==> config.mk <==
export PLATFORM = sky130hd
export DESIGN_NAME = snn_stream_io
export DESIGN_NICKNAME = d
export VERILOG_FILES = /design/src/rtl/snn_pkg.sv /design/src/rtl/snn_word_buf.sv /design/src/rtl/snn_stream_io.sv
export SDC_FILE = /design/constraint.sdc
export NUM_CORES = 2
export LEC_CHECK = 0
export BUFFER_PORTS_ARGS = -buffer_cell sky130_fd_sc_hd__buf_2
export CORE_ASPECT_RATIO = 1.4
export CORE_MARGIN = 10
export CORE_UTILIZATION = 29
export DETAILED_ROUTE_END_ITERATION = 10
export PLACE_DENSITY = 0.54
export SLEW_MARGIN = 20
export SYNTH_ARGS = -nofsm -noshare
export SYNTH_HDL_FRONTEND = slang
export SYNTH_HIERARCHICAL = 1
export SYNTH_SLANG_ARGS = --single-unit
==> constraint.sdc <==
create_clock -name clk -period 4.8 [get_ports clk]
set_input_delay 0.48 -clock clk [delete_from_list [all_inputs] [get_ports clk]]
set_output_delay 0.48 -clock clk [all_outputs]
set_load 0.05 [all_outputs]
==> src/rtl/snn_pkg.sv <==
// rtl/snn_pkg.sv - shared state encoding, default frame geometry and address-width helper for snn_stream_io
package snn_pkg;

  localparam int SNN_DATA_W  = 32;
  localparam int SNN_OPT_W   = 2;
  localparam int SNN_IMG_LEN = 48;
  localparam int SNN_KER_LEN = 27;
  localparam int SNN_WGT_LEN = 4;
  localparam int SNN_OUT_LEN = 4;

  typedef enum logic [1:0] {
    SNN_IDLE = 2'd0,
    SNN_LOAD = 2'd1,
    SNN_CORE = 2'd2,
    SNN_EMIT = 2'd3
  } snn_state_e;

  // A one-entry buffer still gets a 1-bit address so no port collapses to zero width.
  function automatic int snn_addr_w(input int n);
    return (n > 1) ? $clog2(n) : 1;
  endfunction

endpackage

==> src/rtl/snn_word_buf.sv <==
// rtl/snn_word_buf.sv - depth x width register array, one synchronous write port, one combinational read port
module snn_word_buf
  import snn_pkg::*;
#(
  parameter int  DEPTH = 4,
  parameter int  WIDTH = 32,
  localparam int AW    = snn_addr_w(DEPTH)
) (
  input  logic             clk,
  input  logic             i_we,
  input  logic [AW-1:0]    i_waddr,
  input  logic [WIDTH-1:0] i_wdata,
  input  logic [AW-1:0]    i_raddr,
  output logic [WIDTH-1:0] o_rdata
);

  logic [WIDTH-1:0] r_mem [DEPTH];

  always_ff @(posedge clk) begin
    if (i_we && (int'(i_waddr) < DEPTH)) begin
      r_mem[i_waddr] <= i_wdata;
    end
  end

  // Non-power-of-two depths leave unused address codes; those read back as zero.
  assign o_rdata = (int'(i_raddr) < DEPTH) ? r_mem[i_raddr] : '0;

endmodule

==> src/rtl/snn_stream_io.sv <==
// rtl/snn_stream_io.sv - frame capture, core handshake and result burst replay for the Siamese datapath
// Optional sticky protocol checker and o_proto_err port enabled by defining SNN_IO_PROTO_CHK_EN.
module snn_stream_io
  import snn_pkg::*;
#(
  parameter int DATA_W  = SNN_DATA_W,
  parameter int OPT_W   = SNN_OPT_W,
  parameter int IMG_LEN = SNN_IMG_LEN,
  parameter int KER_LEN = SNN_KER_LEN,
  parameter int WGT_LEN = SNN_WGT_LEN,
  parameter int OUT_LEN = SNN_OUT_LEN
) (
  input  logic                           clk,
  input  logic                           rst_n,
  input  logic                           i_in_valid,
  input  logic [DATA_W-1:0]              i_img,
  input  logic [DATA_W-1:0]              i_kernel,
  input  logic [DATA_W-1:0]              i_weight,
  input  logic [OPT_W-1:0]               i_opt,
  output logic                           o_core_start,
  output logic [OPT_W-1:0]               o_core_opt,
  input  logic [snn_addr_w(IMG_LEN)-1:0] i_img_raddr,
  output logic [DATA_W-1:0]              o_img_rdata,
  input  logic [snn_addr_w(KER_LEN)-1:0] i_ker_raddr,
  output logic [DATA_W-1:0]              o_ker_rdata,
  input  logic [snn_addr_w(WGT_LEN)-1:0] i_wgt_raddr,
  output logic [DATA_W-1:0]              o_wgt_rdata,
  input  logic                           i_res_valid,
  input  logic [DATA_W-1:0]              i_res_data,
  output logic                           o_out_valid,
  output logic [DATA_W-1:0]              o_out
`ifdef SNN_IO_PROTO_CHK_EN
  ,
  output logic                           o_proto_err
`endif
);

  localparam int IAW = snn_addr_w(IMG_LEN);
  localparam int KAW = snn_addr_w(KER_LEN);
  localparam int WAW = snn_addr_w(WGT_LEN);
  localparam int OAW = snn_addr_w(OUT_LEN);

  localparam logic [1:0] S_IDLE = SNN_IDLE;
  localparam logic [1:0] S_LOAD = SNN_LOAD;
  localparam logic [1:0] S_CORE = SNN_CORE;
  localparam logic [1:0] S_EMIT = SNN_EMIT;

  logic [1:0]        r_state;
  logic [IAW-1:0]    r_beat;
  logic [OAW-1:0]    r_res_idx;
  logic [OAW-1:0]    r_emit_idx;
  logic              r_core_start;
  logic [OPT_W-1:0]  r_opt_pend;
  logic [OPT_W-1:0]  r_core_opt;
  logic              r_out_valid;
  logic [DATA_W-1:0] r_out;

  logic              w_accept;
  logic [IAW-1:0]    w_beat_idx;
  logic              w_ker_we;
  logic              w_wgt_we;
  logic              w_last_beat;
  logic              w_res_we;
  logic              w_last_res;
  logic              w_emit_last;
  logic [OAW-1:0]    w_emit_next;
  logic [OAW-1:0]    w_res_raddr;
  logic [DATA_W-1:0] w_res_rdata;

  assign w_accept    = i_in_valid && ((r_state == S_IDLE) || (r_state == S_LOAD));
  assign w_beat_idx  = (r_state == S_LOAD) ? r_beat : '0;
  assign w_ker_we    = w_accept && (int'(w_beat_idx) < KER_LEN);
  assign w_wgt_we    = w_accept && (int'(w_beat_idx) < WGT_LEN);
  assign w_last_beat = w_accept && (int'(w_beat_idx) == IMG_LEN - 1);
  assign w_res_we    = i_res_valid && (r_state == S_CORE);
  assign w_last_res  = w_res_we && (int'(r_res_idx) == OUT_LEN - 1);
  assign w_emit_last = (int'(r_emit_idx) == OUT_LEN - 1);
  assign w_emit_next = r_emit_idx + 1'b1;
  // Prefetch the word that will be on o_out after the next edge.
  assign w_res_raddr = (r_state == S_EMIT) ? w_emit_next : '0;

  snn_word_buf #(.DEPTH(IMG_LEN), .WIDTH(DATA_W)) u_img_buf (
    .clk     (clk),
    .i_we    (w_accept),
    .i_waddr (w_beat_idx),
    .i_wdata (i_img),
    .i_raddr (i_img_raddr),
    .o_rdata (o_img_rdata)
  );

  snn_word_buf #(.DEPTH(KER_LEN), .WIDTH(DATA_W)) u_ker_buf (
    .clk     (clk),
    .i_we    (w_ker_we),
    .i_waddr (w_beat_idx[KAW-1:0]),
    .i_wdata (i_kernel),
    .i_raddr (i_ker_raddr),
    .o_rdata (o_ker_rdata)
  );

  snn_word_buf #(.DEPTH(WGT_LEN), .WIDTH(DATA_W)) u_wgt_buf (
    .clk     (clk),
    .i_we    (w_wgt_we),
    .i_waddr (w_beat_idx[WAW-1:0]),
    .i_wdata (i_weight),
    .i_raddr (i_wgt_raddr),
    .o_rdata (o_wgt_rdata)
  );

  snn_word_buf #(.DEPTH(OUT_LEN), .WIDTH(DATA_W)) u_res_buf (
    .clk     (clk),
    .i_we    (w_res_we),
    .i_waddr (r_res_idx),
    .i_wdata (i_res_data),
    .i_raddr (w_res_raddr),
    .o_rdata (w_res_rdata)
  );

  always_ff @(posedge clk or negedge rst_n) begin
    if (!rst_n) begin
      r_state      <= S_IDLE;
      r_beat       <= '0;
      r_res_idx    <= '0;
      r_emit_idx   <= '0;
      r_core_start <= 1'b0;
      r_opt_pend   <= '0;
      r_core_opt   <= '0;
      r_out_valid  <= 1'b0;
      r_out        <= '0;
    end else begin
      r_core_start <= 1'b0;
      case (r_state)
        S_IDLE: begin
          if (i_in_valid) begin
            r_opt_pend <= i_opt;
            if (w_last_beat) begin
              r_state      <= S_CORE;
              r_core_start <= 1'b1;
              r_core_opt   <= i_opt;
              r_res_idx    <= '0;
            end else begin
              r_state <= S_LOAD;
              r_beat  <= IAW'(1);
            end
          end
        end
        S_LOAD: begin
          if (!i_in_valid) begin
            r_state <= S_IDLE;
          end else if (w_last_beat) begin
            r_state      <= S_CORE;
            r_core_start <= 1'b1;
            r_core_opt   <= r_opt_pend;
            r_res_idx    <= '0;
          end else begin
            r_beat <= r_beat + 1'b1;
          end
        end
        S_CORE: begin
          if (w_last_res) begin
            r_state     <= S_EMIT;
            r_out_valid <= 1'b1;
            // With a single result word the buffer write lands on this same edge.
            r_out       <= (OUT_LEN == 1) ? i_res_data : w_res_rdata;
            r_emit_idx  <= '0;
          end else if (w_res_we) begin
            r_res_idx <= r_res_idx + 1'b1;
          end
        end
        S_EMIT: begin
          if (w_emit_last) begin
            r_state     <= S_IDLE;
            r_out_valid <= 1'b0;
            r_out       <= '0;
          end else begin
            r_out      <= w_res_rdata;
            r_emit_idx <= w_emit_next;
          end
        end
        default: r_state <= S_IDLE;
      endcase
    end
  end

  assign o_core_start = r_core_start;
  assign o_core_opt   = r_core_opt;
  assign o_out_valid  = r_out_valid;
  assign o_out        = r_out;

`ifdef SNN_IO_PROTO_CHK_EN
  logic r_proto_err;
  logic w_short_frame;
  logic w_busy_in;
  logic w_stray_res;

  assign w_short_frame = (r_state == S_LOAD) && !i_in_valid;
  assign w_busy_in     = i_in_valid && ((r_state == S_CORE) || (r_state == S_EMIT));
  assign w_stray_res   = i_res_valid && (r_state != S_CORE);

  always_ff @(posedge clk or negedge rst_n) begin
    if (!rst_n) begin
      r_proto_err <= 1'b0;
    end else if (w_short_frame || w_busy_in || w_stray_res) begin
      r_proto_err <= 1'b1;
    end
  end

  assign o_proto_err = r_proto_err;
`endif

endmodule

# Yosys cells after proc, flatten, opt, wreduce, memory -nomap -nowiden
# Memories as Yosys holds them, arrays and structs flattened.
# Index checks and enable logic that the tools add are counted.
totals:
  regBits: 50
  ramBits: 2656
  wordCells: 110
  output_inout_bits: 132
  memories: 4
classes:
  magnitude_cmp: 6
  addsub: 3
  n_mux: 46
  reduce_logical: 22
  eq_ne: 20
mem_list:
  columns: ["name", "depth", "width", "rd", "rd_ports_with_merged_regs", "wr", "line_no", "source"]
  rows:
  - ["u_img_buf.r_mem", 48, 32, 1, 0, 1, "snn_word_buf.sv:17", "logic [WIDTH-1:0] r_mem [DEPTH];"]
  - ["u_ker_buf.r_mem", 27, 32, 1, 0, 1, "snn_word_buf.sv:17", null]
  - ["u_res_buf.r_mem", 4, 32, 1, 0, 1, "snn_word_buf.sv:17", null]
  - ["u_wgt_buf.r_mem", 4, 32, 1, 0, 1, "snn_word_buf.sv:17", null]
op_table:
  columns: ["operator", "n"]
  rows:
  - ["32-bit two-way mux", 4]
  - ["32-bit case mux with 2 select lines", 1]
  - ["2-bit two-way mux", 17]
  - ["6-bit two-way mux", 5]
  - ["2-bit != test, second input constant", 11]
  - ["5-bit AND reduction", 3]
  - ["1-bit two-way mux", 13]
  - ["6-bit < comparator, second input constant", 2]
  - ["2-bit case mux with 2 select lines", 3]
  - ["6-bit case mux with 2 select lines", 1]
  - ["5-bit < comparator, second input constant", 2]
  - ["1-bit logical AND", 8]
  - ["2-bit case mux with 4 select lines", 1]
  - ["6-bit by 1-bit adder with 6-bit output, second input constant", 1]
  - ["2-bit by 1-bit equality test with 1-bit output, second input constant", 3]
  - ["6-bit equality test, second input constant", 1]
  - ["6-bit by 3-bit < comparator with 1-bit output, second input constant", 1]
  - ["6-bit by 5-bit < comparator with 1-bit output, second input constant", 1]
  - ["3-bit AND reduction", 2]
  - ["2-bit nonzero test", 3]
  - ["2-bit by 1-bit adder with 2-bit output, second input constant", 2]
  - ["2-bit equality test, second input constant", 2]
  - ["2-bit by 1-bit != test with 1-bit output, second input constant", 2]
  - ["2-bit AND reduction", 2]
  - ["other kinds (6)", 6]

# Depth between registers and ports, before layout
logic_depth:
  depth_word: 7
  mapped_depth: 10

# Cells and area by module
# Netlist, hierarchy kept.
modules_own_cells:
  columns: ["module", "cells_per_inst", "instances", "area_per_inst_um2"]
  rows:
  - ["snn_word_buf at u_img_buf", 2558, 1, 58705.1]
  - ["snn_word_buf at u_ker_buf", 1716, 1, 33744.9]
  - ["snn_word_buf at u_res_buf ...", 171, 2, 4689.5]
  - ["snn_stream_io", 253, 1, 2387.3]

# Worst setup path before layout
# Ideal clock, no wire load.
synth_timing:
  kind: "register -> register"
  from: "reg r_state[0]"
  to: "mem u_ker_buf.r_mem[24][0], enable pin"
  n_path_buf: 4
  arrival_time_ps: 4033
  period_less_slack_ps: 4494
  setup_ps: 461
  required_ps: 4339
  slack_ps: 306
  stages_incl_launch_ff: 10
  cell_sequence: "dfrtp_1 -> buf_2 -> clkbuf_1 -> and3_1 -> clkbuf_1 -> nand3_1 -> nand2_1 -> or3_1 -> clkbuf_1 -> nor3_1"
synth_via:
  elab_chain_len: 7
  elab_cells_between_ends: 11
  cone_classes: "2 x order compare; 1 x eq/ne; 3 x mux; 5 x reduce/logical"
synth_rtl:
  columns: ["item", "line_no", "source"]
  rows:
  - ["from (decl)", "snn_stream_io.sv:48", "logic [1:0] r_state;"]
  - ["from (signal assigned)", "snn_stream_io.sv:120", "r_state <= S_IDLE;"]
  - ["from (signal assigned)", "snn_stream_io.sv:136", "r_state <= S_CORE;"]
  - ["from (signal assigned)", "snn_stream_io.sv:141", "r_state <= S_LOAD;"]
  - ["2-bit by 1-bit equality test with 1-bit output (*)", "snn_stream_io.sv:71", "assign w_beat_idx = (r_state == S_LOAD) ? r_beat : '0;"]
  - ["6-bit two-way mux (*)", "snn_stream_io.sv:71", null]
  - ["named net w_beat_idx[2]", "snn_stream_io.sv:59", "logic [IAW-1:0] w_beat_idx;"]
  - ["6-bit by 5-bit < comparator with 1-bit output", "snn_stream_io.sv:72", "assign w_ker_we = w_accept && (int'(w_beat_idx) < KER_LEN);"]
  - ["1-bit logical AND", "snn_stream_io.sv:72", null]
  - ["1-bit logical AND", "snn_word_buf.sv:20", "if (i_we && (int'(i_waddr) < DEPTH)) begin"]
  - ["1-bit two-way mux", "snn_word_buf.sv:20", null]
  - ["1-bit two-way mux (implied by the code)", "snn_word_buf.sv:21", "r_mem[i_waddr] <= i_wdata;"]
  - ["to (decl)", "snn_word_buf.sv:17", null]
# The timed path passes the listed nets; every way through them passes the cells marked *.

# Worst setup path in the final report
layout_timing:
  from: "in i_img_raddr[0]"
  to: "out o_img_rdata[8]"
layout_via:
  elab_chain_len: 2
  elab_cells_between_ends: 3
  cone_classes: "1 x order compare; 1 x mux; 1 x memory"
layout_rtl:
  columns: ["item", "line_no", "source"]
  rows:
  - ["from (decl)", "snn_stream_io.sv:22", "input logic [snn_addr_w(IMG_LEN)-1:0] i_img_raddr,"]
  - ["memory read 48 x 32 bit / 6-bit < comparator (equally long branches)", null, null]
  - ["32-bit two-way mux (*)", "snn_word_buf.sv:26", "assign o_rdata = (int'(i_raddr) < DEPTH) ? r_mem[i_raddr] : '0;"]
  - ["to (decl)", "snn_stream_io.sv:23", "output logic [DATA_W-1:0] o_img_rdata,"]
# Every way passes the cells marked *; elsewhere a longest branch is shown, timed or not.

==> reports/results.ini <==
[run_status]
status = finished, final reports clean

[synthesis]
synth_fp_nets = 5019
syn_area_per_cell_um2 = 21.40
async_reset_ff_share_pct = 1.848
synth-edff-count = 2656
yosysUniqueCellTypes = 64
syn_area_um2 = 104200
ys_ff_latch = 2706
synth_cells = 4869
ys_warn_count = 6
ys_seq_area_share_pct = 77.73
ys.flop_type = edfxtp_1

[power]
p_leak_nw = 38.84
ir_drop_v = 0.0003945
powerDensity_nw_per_um2 = 454.1

[drt]
vias = 51310
drc = 0
wl_per_cell_um = 26.78
first_pass_iters = 5
first_iter_violations = 4141
wl_um = 277200
vias_per_cell = 4.956
ant_nets = 0

[clocking]
clk_latency_ps = 930
clock_path_buffers = 4
h-tree-depth = 5
cts_buffers = 285
ctsRootBufferMaster = clkbuf_16
post-cts-setup-buffers = 0
clock-sinks = 2706
tritoncts = done
path_clk_slew_ps = 60

[die]
start_util_pct = 29.10
die_area_um2 = 384100
row_count = 260
die_w_um = 526.6
core_area_um2 = 358200
die_h_um = 729.3
io_pins = 279

[hold_path]
hp-start = i_kernel[23]
hold_path.class = input pin to flip-flop

[placement]
dp_cells = 9776
gp_congestion = 0.7537
dp_hpwl_um = 159000
place_ws_ps = 467.9
io_buffer_count = 278

[global_route]
grt_use_met2_pct = 25.87
grtUsageMet1_pct = 16.48
use_met3_pct = 2.072
grt_max_degree = 98
grt_pass1_wl_um = 396100
antenna_found_initial = 20
gr-total-overflow = 0
track_usage_pct = 13.93
top_usage_layer = met2
grt_pass1_vias = 53920

[worst_setup_path]
cp_max_fo = 42
end_kind = primary output
r2r_start = r_beat[2]$_DFFE_PN0P_
cp-start-kind = input pin
worstSetupStartpoint = i_img_raddr[0]
critPathKind = input pin to primary output
worstPathRequired_ps = 4320
crit_arrival_ps = 3690

[run]
drv_cap = 0

[sta]
fin_skew_ps = 78.21
hold_viol = 0
setup-tns-final_ps = 0
rsz0062_at_grt = false
drv_slew = 0
post-route-period-util_pct = 86.83
max_freq_mhz = 239.9
setup_ws_ps = 631.9
slew_headroom_pct = 30.80
worst_pin_slew_ps = 1038
worst_hold_slack_ps = 86.57
setup_violations = 0
min_period_ps = 4168

[cells_and_area]
drive_above_1_share_pct = 26.92
flow.area_growth_from_synthesis_pct = 16.98
fin_cells = 10350
fin_nets = 5566

## per-layer routing
| metal | wire, um | vias to the layer above |
|---|---|---|
| li1 | - | 21540 |
| met1 | 106500 | 27830 |
| met2 | 149400 | 1493 |
| met3 | 13100 | 442 |
| met4 | 8197 | 8 |
| met5 | 59 | - |
## cells by family (layout without fill, tap and decap cells)
kind of cell | Yosys count | after routing | share of synthesized area, %
buf+inv | 285 | 1040 | 1.813
xor+xnor | 1 | 1 | 0.008406
other cells | 0 | 13 | 0
fa+ha+maj | 3 | 3 | 0.03602
simple gates | 393 | 393 | 1.903
flops | 2706 | 2706 | 77.73
compound gates | 583 | 583 | 3.842
mux | 898 | 898 | 14.67
## registers in the layout (all words and copies together), names as in the netlist, 2 cells and up
| register | count |
|---|---|
| r_emit_idx | 2 |
| u_ker_buf/r_mem | 864 |
| r_state | 2 |
| u_res_buf/r_mem | 128 |
| r_res_idx | 2 |
| r_beat | 6 |
| r_opt_pend | 2 |
| o_core_opt | 2 |
| u_wgt_buf/r_mem | 128 |
| u_img_buf/r_mem | 1536 |
| o_out | 32 |
## power breakdown
| group | switching [mW] | leakage, nW | internal [mW] | total [mW] |
|---|---|---|---|---|
| Combinational | 4.34 | 9.88 | 1.68 | 6.02 |
| Sequential | 0.390 | 24.6 | 27.3 | 27.7 |
| Clock | 9.19 | 4.40 | 12.4 | 21.6 |
## cells in the mapped netlist (4+ instances only)
library cell | count | area, um2
edfxtp_1 | 2656 | 79760
mux4_2 | 461 | 10380
mux2i_1 | 338 | 3383
a22oi_1 | 203 | 1524
a21oi_1 | 138 | 690.7
nor2_1 | 112 | 420.4
clkbuf_1 | 103 | 386.6
nand2_1 | 74 | 277.8
nand3_1 | 74 | 370.4
mux2_2 | 72 | 810.8
buf_2 | 68 | 340.3
o21ai_0 | 59 | 295.3
dfrtp_1 | 50 | 1251
buf_6 | 39 | 439.2
a221oi_1 | 38 | 332.8
and2_1 | 34 | 212.7
buf_4 | 34 | 255.2
a22o_1 | 29 | 254.0
o311ai_1 | 28 | 245.2
mux4_1 | 27 | 709.4
o22ai_1 | 18 | 112.6
nor2b_1 | 17 | 106.4
o21ai_1 | 17 | 85.08
a211oi_1 | 16 | 120.1
nand2b_1 | 16 | 100.1
buf_1 | 14 | 52.55
and3_1 | 13 | 81.33
buf_12 | 13 | 260.3
o211a_1 | 13 | 130.1
buf_8 | 9 | 135.1
nor3_1 | 9 | 45.04
nand3b_1 | 8 | 60.06
nor3_2 | 6 | 60.06
or3b_2 | 5 | 43.79
a311oi_1 | 4 | 35.03
a31oi_1 | 4 | 25.02
and3b_1 | 4 | 35.03
inv_1 | 4 | 15.01
or3_1 | 4 | 25.02
## final timing paths
path                                                          end  slack, ps  cells past startpoint
worst max-delay path                               o_img_rdata[8]        630                      7
worst min-delay path            u_ker_buf/r_mem[17][23]$_DFFE_PP_         90                      1
worst max register to register  u_img_buf/r_mem[40][23]$_DFFE_PP_       1250                      5
worst min register to register            o_out_valid$_DFFE_PN0P_        500                      1
max in group asynchronous                   r_beat[5]$_DFFE_PN0P_       3980                      3
min in group asynchronous                   o_out[20]$_DFFE_PN0P_        320                      3
## through the flow
step                area, um2  util, %  total power, mW
finish                 121900    34.04            55.36
global route           121900    34.03            57.28
CTS                    121900    34.03            56.06
detailed placement     112100    31.31            34.29
global placement       112100    31.30            34.14
floorplan              104200        -            31.63
## placed cells by master, fill, tap and decap left out, types with 27 or more instances in the layout
| cell | synthesis | layout |
|---|---|---|
| clkbuf_1 | 103 | 45 |
| o21ai_0 | 59 | 59 |
| o311ai_1 | 28 | 28 |
| edfxtp_1 | 2656 | 2656 |
| nor2_1 | 112 | 36 |
| and2_1 | 34 | 31 |
| buf_2 | 68 | 271 |
| a221oi_1 | 38 | 38 |
| buf_4 | 34 | 170 |
| mux4_2 | 461 | 461 |
| mux4_1 | 27 | 27 |
| dlygate4sd3_1 | 0 | 69 |
| clkinv_2 | 1 | 38 |
| nor2_4 | 1 | 77 |
| mux2i_1 | 338 | 338 |
| a22o_1 | 29 | 29 |
| clkbuf_16 | 0 | 289 |
| a21oi_1 | 138 | 138 |
| nand3_1 | 74 | 74 |
| a22oi_1 | 203 | 203 |
| nand2_1 | 74 | 74 |
| mux2_2 | 72 | 72 |
| dfrtp_1 | 50 | 50 |
| clkinv_1 | 0 | 62 |
## cell type report
class	count	area, um2
fill	33540	236300
timing repair buffer	540	3897
tap	4716	5901
inverter	5	20.02
sequential	2706	81010
clock inverter	161	1645
multi-input combinational	1878	22000
clock buffer	334	7401
antenna	13	32.53
## worst max-delay path, cell delays in order
cell and delay (ps):
buf_8 470, buf_4 470, buf_4 390, mux4_2 540
a221oi_1 610, o21ai_0 330, buf_2 310
## what timing repair did
action | in CTS | in global routing
hold buffers | 69 | 0
resized for setup | 0 | 0
setup endpoints to repair | 0 | 0
hold endpoints to repair | 319 | 0
Power figures use the tool's default switching activity.
